### config.mk
export PLATFORM = sky130hd
export DESIGN_NAME = multi_pulse_generator
export DESIGN_NICKNAME = d
export VERILOG_FILES = /design/src/rtl/pulse_gen_pkg.sv /design/src/rtl/pulse_gen_channel.sv /design/src/rtl/multi_pulse_generator.sv
export SDC_FILE = /design/constraint.sdc
export NUM_CORES = 1
export LEC_CHECK = 0
export ABC_AREA = 0
export BUFFER_PORTS_ARGS = -buffer_cell sky130_fd_sc_hd__clkbuf_2
export CAP_MARGIN = 10
export CORE_MARGIN = 1
export CORE_UTILIZATION = 58
export CTS_BUF_LIST = sky130_fd_sc_hd__clkbuf_8
export CTS_CLUSTER_DIAMETER = 50
export DETAILED_ROUTE_END_ITERATION = 6
export PLACE_DENSITY = 0.79
export REMOVE_ABC_BUFFERS = 1
export SLEW_MARGIN = 40
export SYNTH_ARGS = -nofsm -noshare
export SYNTH_HDL_FRONTEND = slang
export SYNTH_SLANG_ARGS = --single-unit
### constraint.sdc
create_clock -name clk -period 4.17 [get_ports clk]
set_clock_uncertainty 0.05 [all_clocks]
set_input_delay 0.417 -clock clk [delete_from_list [all_inputs] [get_ports clk]]
set_output_delay 0.417 -clock clk [all_outputs]
set_load 0.01 [all_outputs]
### src/rtl/pulse_gen_pkg.sv
// Shared constants and types for the multi-channel pulse generator.
// PULSE_GEN_SYNC_EN (optional define) adds a 2-flop input synchroniser per channel.
package pulse_gen_pkg;

  localparam logic [1:0] EDGE_NONE = 2'b00;
  localparam logic [1:0] EDGE_RISE = 2'b01;
  localparam logic [1:0] EDGE_FALL = 2'b10;
  localparam logic [1:0] EDGE_BOTH = 2'b11;

`ifdef PULSE_GEN_SYNC_EN
  localparam int SYNC_STAGES = 2;
`else
  localparam int SYNC_STAGES = 0;
`endif

  typedef enum logic {
    CH_IDLE  = 1'b0,
    CH_PULSE = 1'b1
  } ch_state_e;

  function automatic logic edge_hit(input logic [1:0] mode, input logic cur, input logic prev);
    logic hit;
    hit = 1'b0;
    case (mode)
      EDGE_RISE: hit = cur & ~prev;
      EDGE_FALL: hit = ~cur & prev;
      EDGE_BOTH: hit = cur ^ prev;
      default:   hit = 1'b0;
    endcase
    return hit;
  endfunction

endpackage

### src/rtl/pulse_gen_channel.sv
// One pulse channel: optional synchroniser, edge detector, pulse FSM, down-counter, sticky miss flag.
// Synchroniser present only when PULSE_GEN_SYNC_EN is defined.
//
// state    | meaning
// CH_IDLE  | output low, waiting for a selected edge
// CH_PULSE | output high, cnt_q cycles remain after the current one
module pulse_gen_channel
  import pulse_gen_pkg::*;
#(
  parameter int LEN_BITS = 8
) (
  input  logic                clk,
  input  logic                nReset,
  input  logic                in_raw,
  input  logic [1:0]          edge_sel,
  input  logic [LEN_BITS-1:0] cnt_load,
  input  logic                primed,
  input  logic                retrig,
  input  logic                clr_missed,
  output logic                out,
  output logic                busy,
  output logic                missed
);

  logic                in_s;
  logic                hist_q, hist_d;
  ch_state_e           state_q, state_d;
  logic [LEN_BITS-1:0] cnt_q, cnt_d;
  logic                out_q, out_d;
  logic                missed_q, missed_d;
  logic                trig;
  logic                miss_evt;

`ifdef PULSE_GEN_SYNC_EN
  logic [1:0] sync_q, sync_d;

  assign sync_d = {sync_q[0], in_raw};
  assign in_s   = sync_q[1];

  always_ff @(posedge clk or negedge nReset) begin
    if (!nReset) sync_q <= '0;
    else         sync_q <= sync_d;
  end
`else
  assign in_s = in_raw;
`endif

  // History follows the input every cycle so enabling a channel never sees a stale edge.
  assign hist_d = in_s;
  assign trig   = primed & edge_hit(edge_sel, in_s, hist_q);

  always_comb begin
    state_d  = state_q;
    cnt_d    = cnt_q;
    miss_evt = 1'b0;
    case (state_q)
      CH_IDLE: begin
        if (trig) begin
          state_d = CH_PULSE;
          cnt_d   = cnt_load;
        end
      end
      CH_PULSE: begin
        if (cnt_q == '0) begin
          if (trig) cnt_d   = cnt_load;
          else      state_d = CH_IDLE;
        end else begin
          cnt_d = cnt_q - 1'b1;
          if (trig) begin
            if (retrig) cnt_d    = cnt_load;
            else        miss_evt = 1'b1;
          end
        end
      end
      default: state_d = CH_IDLE;
    endcase
    out_d    = (state_d == CH_PULSE);
    missed_d = (missed_q & ~clr_missed) | miss_evt;
  end

  always_ff @(posedge clk or negedge nReset) begin
    if (!nReset) begin
      hist_q   <= 1'b0;
      state_q  <= CH_IDLE;
      cnt_q    <= '0;
      out_q    <= 1'b0;
      missed_q <= 1'b0;
    end else begin
      hist_q   <= hist_d;
      state_q  <= state_d;
      cnt_q    <= cnt_d;
      out_q    <= out_d;
      missed_q <= missed_d;
    end
  end

  assign out    = out_q;
  assign busy   = out_q;
  assign missed = missed_q;

endmodule

### src/rtl/multi_pulse_generator.sv
// N-channel synchronous pulse generator; shares priming, pulse length and miss-clear across channels.
// Define PULSE_GEN_SYNC_EN to insert a 2-flop synchroniser on every input bit.
module multi_pulse_generator
  import pulse_gen_pkg::*;
#(
  parameter int CHANNELS = 4,
  parameter int LEN_BITS = 8
) (
  input  logic                  clk,
  input  logic                  nReset,
  input  logic [CHANNELS-1:0]   in,
  input  logic [2*CHANNELS-1:0] edge_sel,
  input  logic [LEN_BITS-1:0]   pulse_len,
  input  logic [CHANNELS-1:0]   retrig,
  input  logic                  clr_missed,
  output logic [CHANNELS-1:0]   out,
  output logic [CHANNELS-1:0]   busy,
  output logic [CHANNELS-1:0]   missed
);

  // Detection waits until the edge history holds a real sample that came through any synchroniser.
  localparam logic [1:0] PRIME_WAIT = 2'(SYNC_STAGES);

  logic                primed_q, primed_d;
  logic [1:0]          prime_cnt_q, prime_cnt_d;
  logic [LEN_BITS-1:0] cnt_load;

  assign cnt_load = (pulse_len == '0) ? '0 : pulse_len - 1'b1;

  always_comb begin
    primed_d    = primed_q;
    prime_cnt_d = prime_cnt_q;
    if (!primed_q) begin
      if (prime_cnt_q == PRIME_WAIT) primed_d    = 1'b1;
      else                           prime_cnt_d = prime_cnt_q + 1'b1;
    end
  end

  always_ff @(posedge clk or negedge nReset) begin
    if (!nReset) begin
      primed_q    <= 1'b0;
      prime_cnt_q <= '0;
    end else begin
      primed_q    <= primed_d;
      prime_cnt_q <= prime_cnt_d;
    end
  end

  for (genvar c = 0; c < CHANNELS; c++) begin : g_ch
    pulse_gen_channel #(
      .LEN_BITS(LEN_BITS)
    ) u_ch (
      .clk       (clk),
      .nReset    (nReset),
      .in_raw    (in[c]),
      .edge_sel  (edge_sel[2*c +: 2]),
      .cnt_load  (cnt_load),
      .primed    (primed_q),
      .retrig    (retrig[c]),
      .clr_missed(clr_missed),
      .out       (out[c]),
      .busy      (busy[c]),
      .missed    (missed[c])
    );
  end

endmodule
# --- After elaboration in Yosys (flattened, before gate mapping) ---
# Index checks and enable logic that the tools add are counted.
# Widths: inputs -> output; s select.
totals:
  out_inout_bits: 12
  register_bits: 47
  word_cells: 137
  in_bits: 27
op_classes:
  bitwise: 39
  n_reduce_logical: 7
  eq_ne: 12
  addsub: 6
  mux: 55
op_table:
  columns: ["op", "n"]
  rows:
  - ["$mux 8", 17]
  - ["$pmux 8 s2", 4]
  - ["$logic_not 8->1", 5]
  - ["$sub 8x1->8 const B", 5]
  - ["$mux 1", 26]
  - ["$and 1x1->1", 16]
  - ["$eq 2x2->1 const B", 8]
  - ["$not 1->1", 15]
  - ["$pmux 1 s3", 4]
  - ["$eq 2x1->1 const B", 4]
  - ["$pmux 1 s2", 4]
  - ["$or 1x1->1", 4]
  - ["$xor 1x1->1", 4]
  - ["$add 2x1->2 const B", 1]
  - ["$logic_not 2->1", 1]
  - ["$reduce_and 2->1", 1]

# --- Longest topological paths before layout ---
# Gate-level depths: netlist of run 1.
depth:
  ltp_word: 8
  depth_mapped: 8
  depth_no_buf: 7

# --- Hierarchy ---
# Synthesis of run 1 repeated with hierarchy kept, for this count alone.
unflattened:
  hier_cells: 380
  area_unflattened_um2: 3492.1
by_module_without_submodules:
  columns: ["mod", "n_inst", "seq_area_each_um2", "cells_each", "area_each_um2"]
  rows:
  - ["pulse_gen_channel (g_ch[0].u_ch ...)", 3, 275.3, 85, 778.2]
  - ["pulse_gen_channel (g_ch[3].u_ch)", 1, 275.3, 86, 833.3]
  - ["multi_pulse_generator", 1, 75.1, 39, 324.1]

# --- Worst setup path before layout of run 1 ---
# OpenSTA, ideal clock, no wires.
synth_path:
  kind: "register -> register"
  start: "register g_ch[2].u_ch.cnt_q[0]"
  end: "register g_ch[2].u_ch.cnt_q[7]"
  path_buffers: 0
  t_arrival_ps: 1785
  required_time_ps: 4026
  period_less_slack_ps: 1928
  path_slack_ps: 2242
  setup_ps: 94
  stages_incl_launch_ff: 8
  path_cell_list: "dfrtp_1 > inv_1 > ha_1 > or4b_4 > o21ai_4 > nor3_2 > a22o_1 > a221oi_2"
synth_between:
  elab_chain_cells: 5
  word_cells_on_any_way: 6
  classes_between: "add/sub: 1; mux: 4; reduce/logical: 1"
synth_lines:
  columns: ["element", "line_no", "source"]
  rows:
  - ["from (decl)", "pulse_gen_channel.sv:28", "logic [LEN_BITS-1:0] cnt_q, cnt_d;"]
  - ["from (signal assigned)", "pulse_gen_channel.sv:91", "cnt_q <= cnt_d;"]
  - ["$sub 8x1->8", "pulse_gen_channel.sv:68", "cnt_d = cnt_q - 1'b1;"]
  - ["$mux 8", "pulse_gen_channel.sv:70", "if (retrig) cnt_d = cnt_load;"]
  - ["$mux 8", "pulse_gen_channel.sv:69", "if (trig) begin"]
  - ["$mux 8 *", "pulse_gen_channel.sv:64", "if (cnt_q == '0) begin"]
  - ["$pmux 8 s2 *", "pulse_gen_channel.sv:56", "case (state_q)"]
  - ["via g_ch[2].u_ch.cnt_d[7]", "pulse_gen_channel.sv:28", null]
# The timed path passes the listed nets; every way through them passes the cells marked *.
# A chain may end at the register's enable or synchronous reset.

# --- Worst setup path after layout of run 1 ---
layout_path:
  start: "register g_ch[1].u_ch.cnt_q[0]"
  end: "register g_ch[1].u_ch.cnt_q[4]"
layout_between:
  elab_chain_cells: 5
  word_cells_on_any_way: 6
  classes_between: "add/sub: 1; mux: 4; reduce/logical: 1"
layout_lines:
  columns: ["element", "line_no"]
  rows:
  - ["from (decl)", "pulse_gen_channel.sv:28"]
  - ["from (signal assigned)", "pulse_gen_channel.sv:91"]
  - ["$sub 8x1->8", "pulse_gen_channel.sv:68"]
  - ["$mux 8", "pulse_gen_channel.sv:70"]
  - ["$mux 8", "pulse_gen_channel.sv:69"]
  - ["$mux 8 *", "pulse_gen_channel.sv:64"]
  - ["$pmux 8 s2 *", "pulse_gen_channel.sv:56"]
  - ["via g_ch[1].u_ch.cnt_d[4]", "pulse_gen_channel.sv:28"]
# Marks and branches as above.

==> implementation parameters, run 1 <==
Parameter                              Value

Route
  Remaining routing DRC violations    0
  Via density    approximately 6.5
  Via count    roughly 3200
  DRT Wirelength    approximately 8400 microns
  Per-cell routed wire length    about 17 microns
  First-pass DRT Iterations    5
  Iteration-0 DRC count of the detailed router    a little over 300
  Antenna violation net count after detailed routing    0

Logic synthesis
  Avg Cell Area, Syn    about 8.5 sq um
  Post-synthesis sequential area ratio    0.342
  Number of enable-type register cells in the synthesized netlist    0
  Cell count after synthesis    around 400
  Count of yosys warnings during synthesis    0
  Synthesized area    3430 sq um
  Number of register bits inferred by synthesis    47
  Netlist cell types    64
  Synth top area cells    sky130_fd_sc_hd__dfrtp_1 (34%), sky130_fd_sc_hd__ha_1 (6.9%), sky130_fd_sc_hd__inv_1 (4.3%)
  Synth top area share    0.342
  List of most frequent post-synthesis cells    sky130_fd_sc_hd__dfrtp_1 (47), sky130_fd_sc_hd__inv_1 (39), sky130_fd_sc_hd__nand2_1 (35), sky130_fd_sc_hd__nor2_1 (29), sky130_fd_sc_hd__o21ai_0 (21)
  Main flop type after synthesis    sky130_fd_sc_hd__dfrtp_1
  Largest area contributor in the synthesized netlist    sky130_fd_sc_hd__dfrtp_1
  Library cell with the highest instance count after synthesis    sky130_fd_sc_hd__dfrtp_1
  FFs w/ async S/R, synth    1.00

Global routing
  Wire length of the first global-routing pass    roughly 14000 microns
  Total routing usage reported by global routing    0.285
  Remaining global-route overflow    0
  Maximum number of pins on one net before global-route repair    48
  Number of antenna violations at the first check in global routing    0
  Vias in the first global route    ~3000

Clocking
  Root buf cell    sky130_fd_sc_hd__clkbuf_8
  Cells resized by post-CTS repair    0
  Total setup buffers inserted after CTS    0
  Number of buffers added to fix hold violations after cts    0
  Clock-pin slew of the registers on the worst-case setup and hold paths    about 90 ps
  CTS tree    yes
  CTS Buf Count    5
  Clock sink count    47
  CTS H-Tree Depth    2
  Clk_lat worst skew    about 300 ps
  Clock Tree Buf Depth    2

Critical path
  Worst path required time    ~4300 ps
  R2r worst-path depth    7
  Sort of element at the start of the critical path    flop
  Reg2reg end    g_ch[1].u_ch.cnt_q[4]
  R2R Setup Slk    roughly 2000 ps
  Launch point of the worst reg-to-reg path    g_ch[1].u_ch.cnt_q[0]
  Crit path kind    reg -> reg
  Data arrival at the endpoint of the critical path    around 2300 ps
  CP endpoint kind    flop
  Top fanout value on the critical path    7

Die
  Floorplan die area    about 6200 sq um
  X dimension of the die    79.0 microns
  Starting density of the core    0.612
  Core area    between 5000 and 6000 sq um
  Vertical die dimension    a little under 80 microns
  Std cell rows    27
  Total I/O pin count    39

Timing
  Top achievable clock speed    between 400 and 500 MHz
  Setup repair after global routing missed its margin    false
  Actual transition at the worst max-transition pin    around 700 ps
  Max-slew headroom at the worst pin    0.520
  Final critical delay including setup and external delays    roughly 2200 ps
  Ratio of final minimum period to clock period    0.525
  Setup total negative slack    0 ps
  Final critical-path setup slack    1980 ps
  Number of endpoints with negative hold slack in the final report    0
  Setup Viol. Count Final    0
  Max-slew violations    0

Pwr
  Power density over the cells    between 400 and 500 nW/um^2
  Pleak    1.63 nW
  Peak supply drop    ~0.00029 V

Placed design
  Count of buffers inserted at the top-level ports    38
  Post-DP HPWL    just under 6000 microns
  Cell Area, Placed    3600 sq um
  Final RePlAce weighted congestion    approximately 0.93
  Minimum setup slack after placement    1920 ps

Final layout
  Layout cells sized above 1    0.151
  Multi-input combinational cell area    2000 sq um
  Number of nets in the final layout    between 400 and 500
  Area added between synthesis and finish    7.50%
  Sequential cell area    ~1200 sq um
  Diode insertion count for antenna repair    0
  Core utilization of the finished layout    0.658
  Final design instance area without fill    approximately 3700 sq um
  Fill count    ~500

Min path
  Type of the tightest min-delay check    in -> async

Run
  Count of max-cap constraint violations    0

Status
  Result of the run    complete, no violations
## flip-flops by register name, indices dropped and copies added, names as in the netlist
name               count
g_ch.u_ch.state_q      4
g_ch.u_ch.hist_q       4
g_ch.u_ch.cnt_q       32
g_ch.u_ch.missed       4
prime_cnt_q            2
primed_q               1
## routing by layer
| metal | routed length [microns] | up-vias | global-route usage |
|---|---|---|---|
| met5 | 0 | - | 0 |
| met4 | 209 | 0 | 0.116 |
| met3 | 526 | 14 | 0.0333 |
| met2 | 3760 | 130 | 0.450 |
| met1 | 3870 | 1553 | 0.396 |
| li1 | - | 1542 | - |
## cells in the final DEF, fill, tap and decap left out, types with 11 or more instances in the layout
cell                        n
sky130_fd_sc_hd__a21oi_1   13
sky130_fd_sc_hd__ha_1      19
sky130_fd_sc_hd__nand2b_1  18
sky130_fd_sc_hd__nor2_1    29
sky130_fd_sc_hd__inv_1     40
sky130_fd_sc_hd__dfrtp_1   47
sky130_fd_sc_hd__clkbuf_2  38
sky130_fd_sc_hd__a32oi_1   13
sky130_fd_sc_hd__nor3_1    18
sky130_fd_sc_hd__o21ai_0   21
sky130_fd_sc_hd__a31oi_1   11
sky130_fd_sc_hd__nand2_1   35
## worst max-delay path, cell delays in order, from the launching register on
cell and delay [ps]:
sky130_fd_sc_hd__dfrtp_1 430, sky130_fd_sc_hd__inv_1 120, sky130_fd_sc_hd__ha_1 150, sky130_fd_sc_hd__nor4b_1 430, sky130_fd_sc_hd__a211oi_1 170, sky130_fd_sc_hd__a211oi_2 510, sky130_fd_sc_hd__a32oi_1 90, sky130_fd_sc_hd__o21ai_0 150
## metrics by stage
| stage | total power, mW | instances | hold WS (ps) |
|---|---|---|---|
| floorplan | 1.30 | 383 | 71.4 |
| global placement | 1.46 | 494 | 455 |
| detailed placement | 1.49 | 494 | 462 |
| CTS | 1.77 | 502 | 178 |
| global route | 1.92 | 502 | 188 |
| finish | 1.78 | 502 | 144 |
## cell type report
class	instances	area share
multi-input combinational	297	0.541
sequential	47	0.319
timing repair buffer	39	0.0535
inverter	39	0.0396
tap	72	0.0244
clock buffer	5	0.0186
clock inverter	3	0.00441
## cell families after synthesis
| kind of cell | after synthesis | synth area share |
|---|---|---|
| flops | 47 | 0.342 |
| simple gates | 153 | 0.237 |
| fa+ha+maj | 19 | 0.0692 |
| mux | 2 | 0.00728 |
| xor+xnor | 5 | 0.0127 |
| buf+inv | 60 | 0.0794 |
| compound gates | 118 | 0.252 |
## how the worst max path moves through the flow
stage	startpoint	endpoint	slack [ps]
3_3_place_gp	in[2]	g_ch[2].u_ch.cnt_q[4]	1810
5_1_grt	g_ch[0].u_ch.cnt_q[0]	g_ch[0].u_ch.cnt_q[7]	1710
6_report	g_ch[1].u_ch.cnt_q[0]	g_ch[1].u_ch.cnt_q[4]	1980
2_1_floorplan	in[2]	g_ch[2].u_ch.cnt_q[5]	2150
3_5_place_dp	pulse_len[0]	g_ch[2].u_ch.cnt_q[4]	1920
4_1_cts	g_ch[0].u_ch.cnt_q[0]	g_ch[0].u_ch.cnt_q[3]	1990
## power by group
group | internal, mW | switching, mW | total, mW
registers | 0.611 | 0.196 | 0.807
clock network | 0.115 | 0.161 | 0.277
logic | 0.330 | 0.365 | 0.696
total | 1.06 | 0.723 | 1.78
Note: power is estimated with default switching activity, not from simulation.
==> run 2: changes to the inputs <==
CORE_UTILIZATION = 55   (was 58)
clock period = 1.81 ns   (was 4.17 ns; I/O delays follow)
==> run 2 against run 1 <==
Effect of this change:
- worst setup slack got worse by 2100 ps
- sequential share of layout area is 6.8 points lower
- register-to-register slack got worse by 2100 ps
- first-iteration DRC count fell by 4.8%
- highest routed layer unchanged
- the flow now finishes with violations (negative setup slack)
- total power increased to 2.9 times the previous value
- utilization grew 13 points
- die area grew 5.3%
- critical path type unchanged
- sequential cell count is the same
- fmax up 14%
==> implementation parameters, run 2 (synthesis results as in run 1) <==
Parameter                              Value

Global routing
  Remaining global-route overflow    0 (unchanged)
  Wire length of the first global-routing pass    16200 microns (+17%)
  Maximum number of pins on one net before global-route repair    48 (unchanged)
  Number of antenna violations at the first check in global routing    0 (unchanged)
  Vias in the first global route    3530 (+19%)
  Total routing usage reported by global routing    0.322 (+0.0373)

Critical path
  CP endpoint kind    flop
  Data arrival at the endpoint of the critical path    2100 ps (-240 ps)
  Crit path kind    reg -> reg
  Launch point of the worst reg-to-reg path    g_ch[3].u_ch.hist_q
  R2r worst-path depth    7 (unchanged)
  Most Frequent Cell on Critical Path    sky130_fd_sc_hd__o211ai_1
  Crit path buf inv count    1 (unchanged)
  R2R Setup Slk    -120 ps (-2100 ps)
  Ordered list of cells on the worst path    ha_1 -> nand2b_4 -> a21boi_4 -> o211ai_1 -> buf_4 -> a31oi_4 -> o211ai_1
  Reg2reg end    g_ch[3].u_ch.cnt_q[2]
  Family with the most delay on the worst path    compound AO/OA/AOI/OAI gates
  Top fanout value on the critical path    6 (-1)
  Stage delay of the slowest cell on the critical path    460 ps (-50 ps)
  Worst path required time    1980 ps (-2340 ps)
  Slowest library cell on the worst path    sky130_fd_sc_hd__o211ai_1
  Sort of element at the start of the critical path    flop

Route
  Per-cell routed wire length    17.7 microns (+6.1%)
  DRT Wirelength    10500 microns (+26%)
  Via count    3691 (+14%)
  Iteration-0 DRC count of the detailed router    296 (-4.8%)
  Antenna violation net count after detailed routing    0 (unchanged)
  Remaining routing DRC violations    0 (unchanged)
  Via density    6.20 (-3.9%)
  First-pass DRT Iterations    5 (unchanged)

Clocking
  CTS tree    yes
  Clock sink count    47 (unchanged)
  CTS Buf Count    5 (unchanged)
  Clk_lat worst skew    300 ps (about the same)
  CTS H-Tree Depth    2 (unchanged)
  Clock Tree Buf Depth    2 (unchanged)
  Clock-pin slew of the registers on the worst-case setup and hold paths    90 ps (about the same)
  Root buf cell    sky130_fd_sc_hd__clkbuf_8

Die
  Core area    5960 sq um (+6.2%)
  Total I/O pin count    39 (unchanged)
  Starting density of the core    0.577 (-0.0358)
  Vertical die dimension    81.0 microns (+2.6%)
  Std cell rows    28 (+3.7%)
  X dimension of the die    81.0 microns (+2.6%)
  Floorplan die area    6560 sq um (+5.3%)

Min path
  Type of the tightest min-delay check    in -> reg
  Number of cells on the worst hold path    2
  Hold Crit Start    in[3]
  Destination of the worst hold path    g_ch[3].u_ch.hist_q

Final layout
  Area added between synthesis and finish    37.1%
  Most frequent cells in the layout    sky130_fd_sc_hd__buf_4 (82), sky130_fd_sc_hd__dfrtp_1 (46), sky130_fd_sc_hd__clkbuf_2 (38)
  Diode insertion count for antenna repair    0 (unchanged)
  Commonest non-fill, non-tap cell in the layout    sky130_fd_sc_hd__buf_4
  Final design instance area without fill    4710 sq um (+28%)
  Layout cells sized above 1    0.377 (+0.226)
  Number of nets in the final layout    565 (+19%)
  Flip-flop count of the largest register, all copies and words added    32 (unchanged)
  Register containing the most flip-flops in the final layout    g_ch.u_ch.cnt_q

Timing
  Actual transition at the worst max-transition pin    626 ps (-87.8 ps)
  Max-slew violations    0 (unchanged)
  Final critical delay including setup and external delays    1930 ps (-262 ps)
  Top achievable clock speed    518 MHz (+14%)
  Number of endpoints with negative hold slack in the final report    0 (unchanged)
  Final critical-path setup slack    -119 ps (-2100 ps)
  Setup Viol. Count Final    16 (+16)
  Max-slew headroom at the worst pin    0.583 (+0.0629)
  Setup repair after global routing missed its margin    true
  Ratio of final minimum period to clock period    1.07 (+0.540)
  Post-route worst hold slack    50.7 ps (-93.7 ps)

Placed design
  Count of buffers inserted at the top-level ports    38 (unchanged)
  Final RePlAce weighted congestion    0.946 (+2.1%)
  Cell Area, Placed    4180 sq um (+16%)
  Post-DP HPWL    7040 microns (+19%)
  Minimum setup slack after placement    -200 ps (-2120 ps)

Run
  Count of max-cap constraint violations    0 (unchanged)

Pwr
  Power density over the cells    1100 nW/um^2 (+130%)
  Peak supply drop    0.000850 V (+190%)
  Overall power consumption    5.19 mW (+190%)
  Pleak    2.15 nW (+32%)

Status
  Violations in the final reports    negative setup slack
  Result of the run    finished with violations
## run 2: worst reg2reg max path: stages (launching register included)
cell and delay [ps]:
sky130_fd_sc_hd__dfrtp_1 400, sky130_fd_sc_hd__ha_1 280, sky130_fd_sc_hd__nand2b_4 120, sky130_fd_sc_hd__a21boi_4 50
sky130_fd_sc_hd__o211ai_1 460, sky130_fd_sc_hd__buf_4 220, sky130_fd_sc_hd__a31oi_4 80, sky130_fd_sc_hd__o211ai_1 170
## run 2: how the worst max path moves through the flow
stage                                     start                    end  cells after the start
after floorplan             g_ch[2].u_ch.hist_q  g_ch[2].u_ch.cnt_q[5]                      6
after global placement    g_ch[2].u_ch.cnt_q[0]  g_ch[2].u_ch.cnt_q[6]                      7
after detailed placement    g_ch[3].u_ch.hist_q  g_ch[3].u_ch.cnt_q[6]                      6
after CTS                   g_ch[3].u_ch.hist_q  g_ch[3].u_ch.cnt_q[2]                      7
after global routing        g_ch[3].u_ch.hist_q  g_ch[3].u_ch.cnt_q[2]                      7
final                       g_ch[3].u_ch.hist_q  g_ch[3].u_ch.cnt_q[2]                      7
## run 2: where the power goes
group	switching (mW)	internal (mW)
Sequential	0.466	1.40
Clock	0.374	0.266
Combinational	1.26	1.42
## run 2: metrics by stage
| step | utilization | std cells | TNS [ps] |
|---|---|---|---|
| 6_report | 0.791 | 595 | -1110 |
| 5_1_grt | 0.791 | 595 | -2460 |
| 4_1_cts | 0.762 | 592 | -811 |
| 3_5_place_dp | 0.701 | 574 | -2880 |
| 3_3_place_gp | 0.701 | 574 | -1690 |
| 2_1_floorplan | - | 383 | -610 |
## run 2: metal layers
metal | share of wire | track usage | vias up
met5 | 0 | 0 | -
met4 | 0.028 | 0.148 | 0
met3 | 0.072 | 0.0730 | 32
met2 | 0.48 | 0.513 | 172
met1 | 0.42 | 0.413 | 1772
li1 | - | - | 1715
## run 2: layout make-up
type | instances | area (sq um)
clock inverters | 3 | 16.3
well taps | 75 | 93.8
repair buffers | 129 | 902
clock buffers | 5 | 68.8
inverters | 39 | 146
fillers | 371 | 1250
flip-flops and latches | 47 | 1180
multi-input cells | 297 | 2300
## run 2: what timing repair did
action | 4_1_cts | 5_1_grt
setup endpoints to repair | 31 | 35
hold buffers | 4 | 0
endpoints found under the hold margin | 50 | 0
setup buffers | 6 | 10
gates resized for setup | 43 | 39
pin swaps | 14 | 15
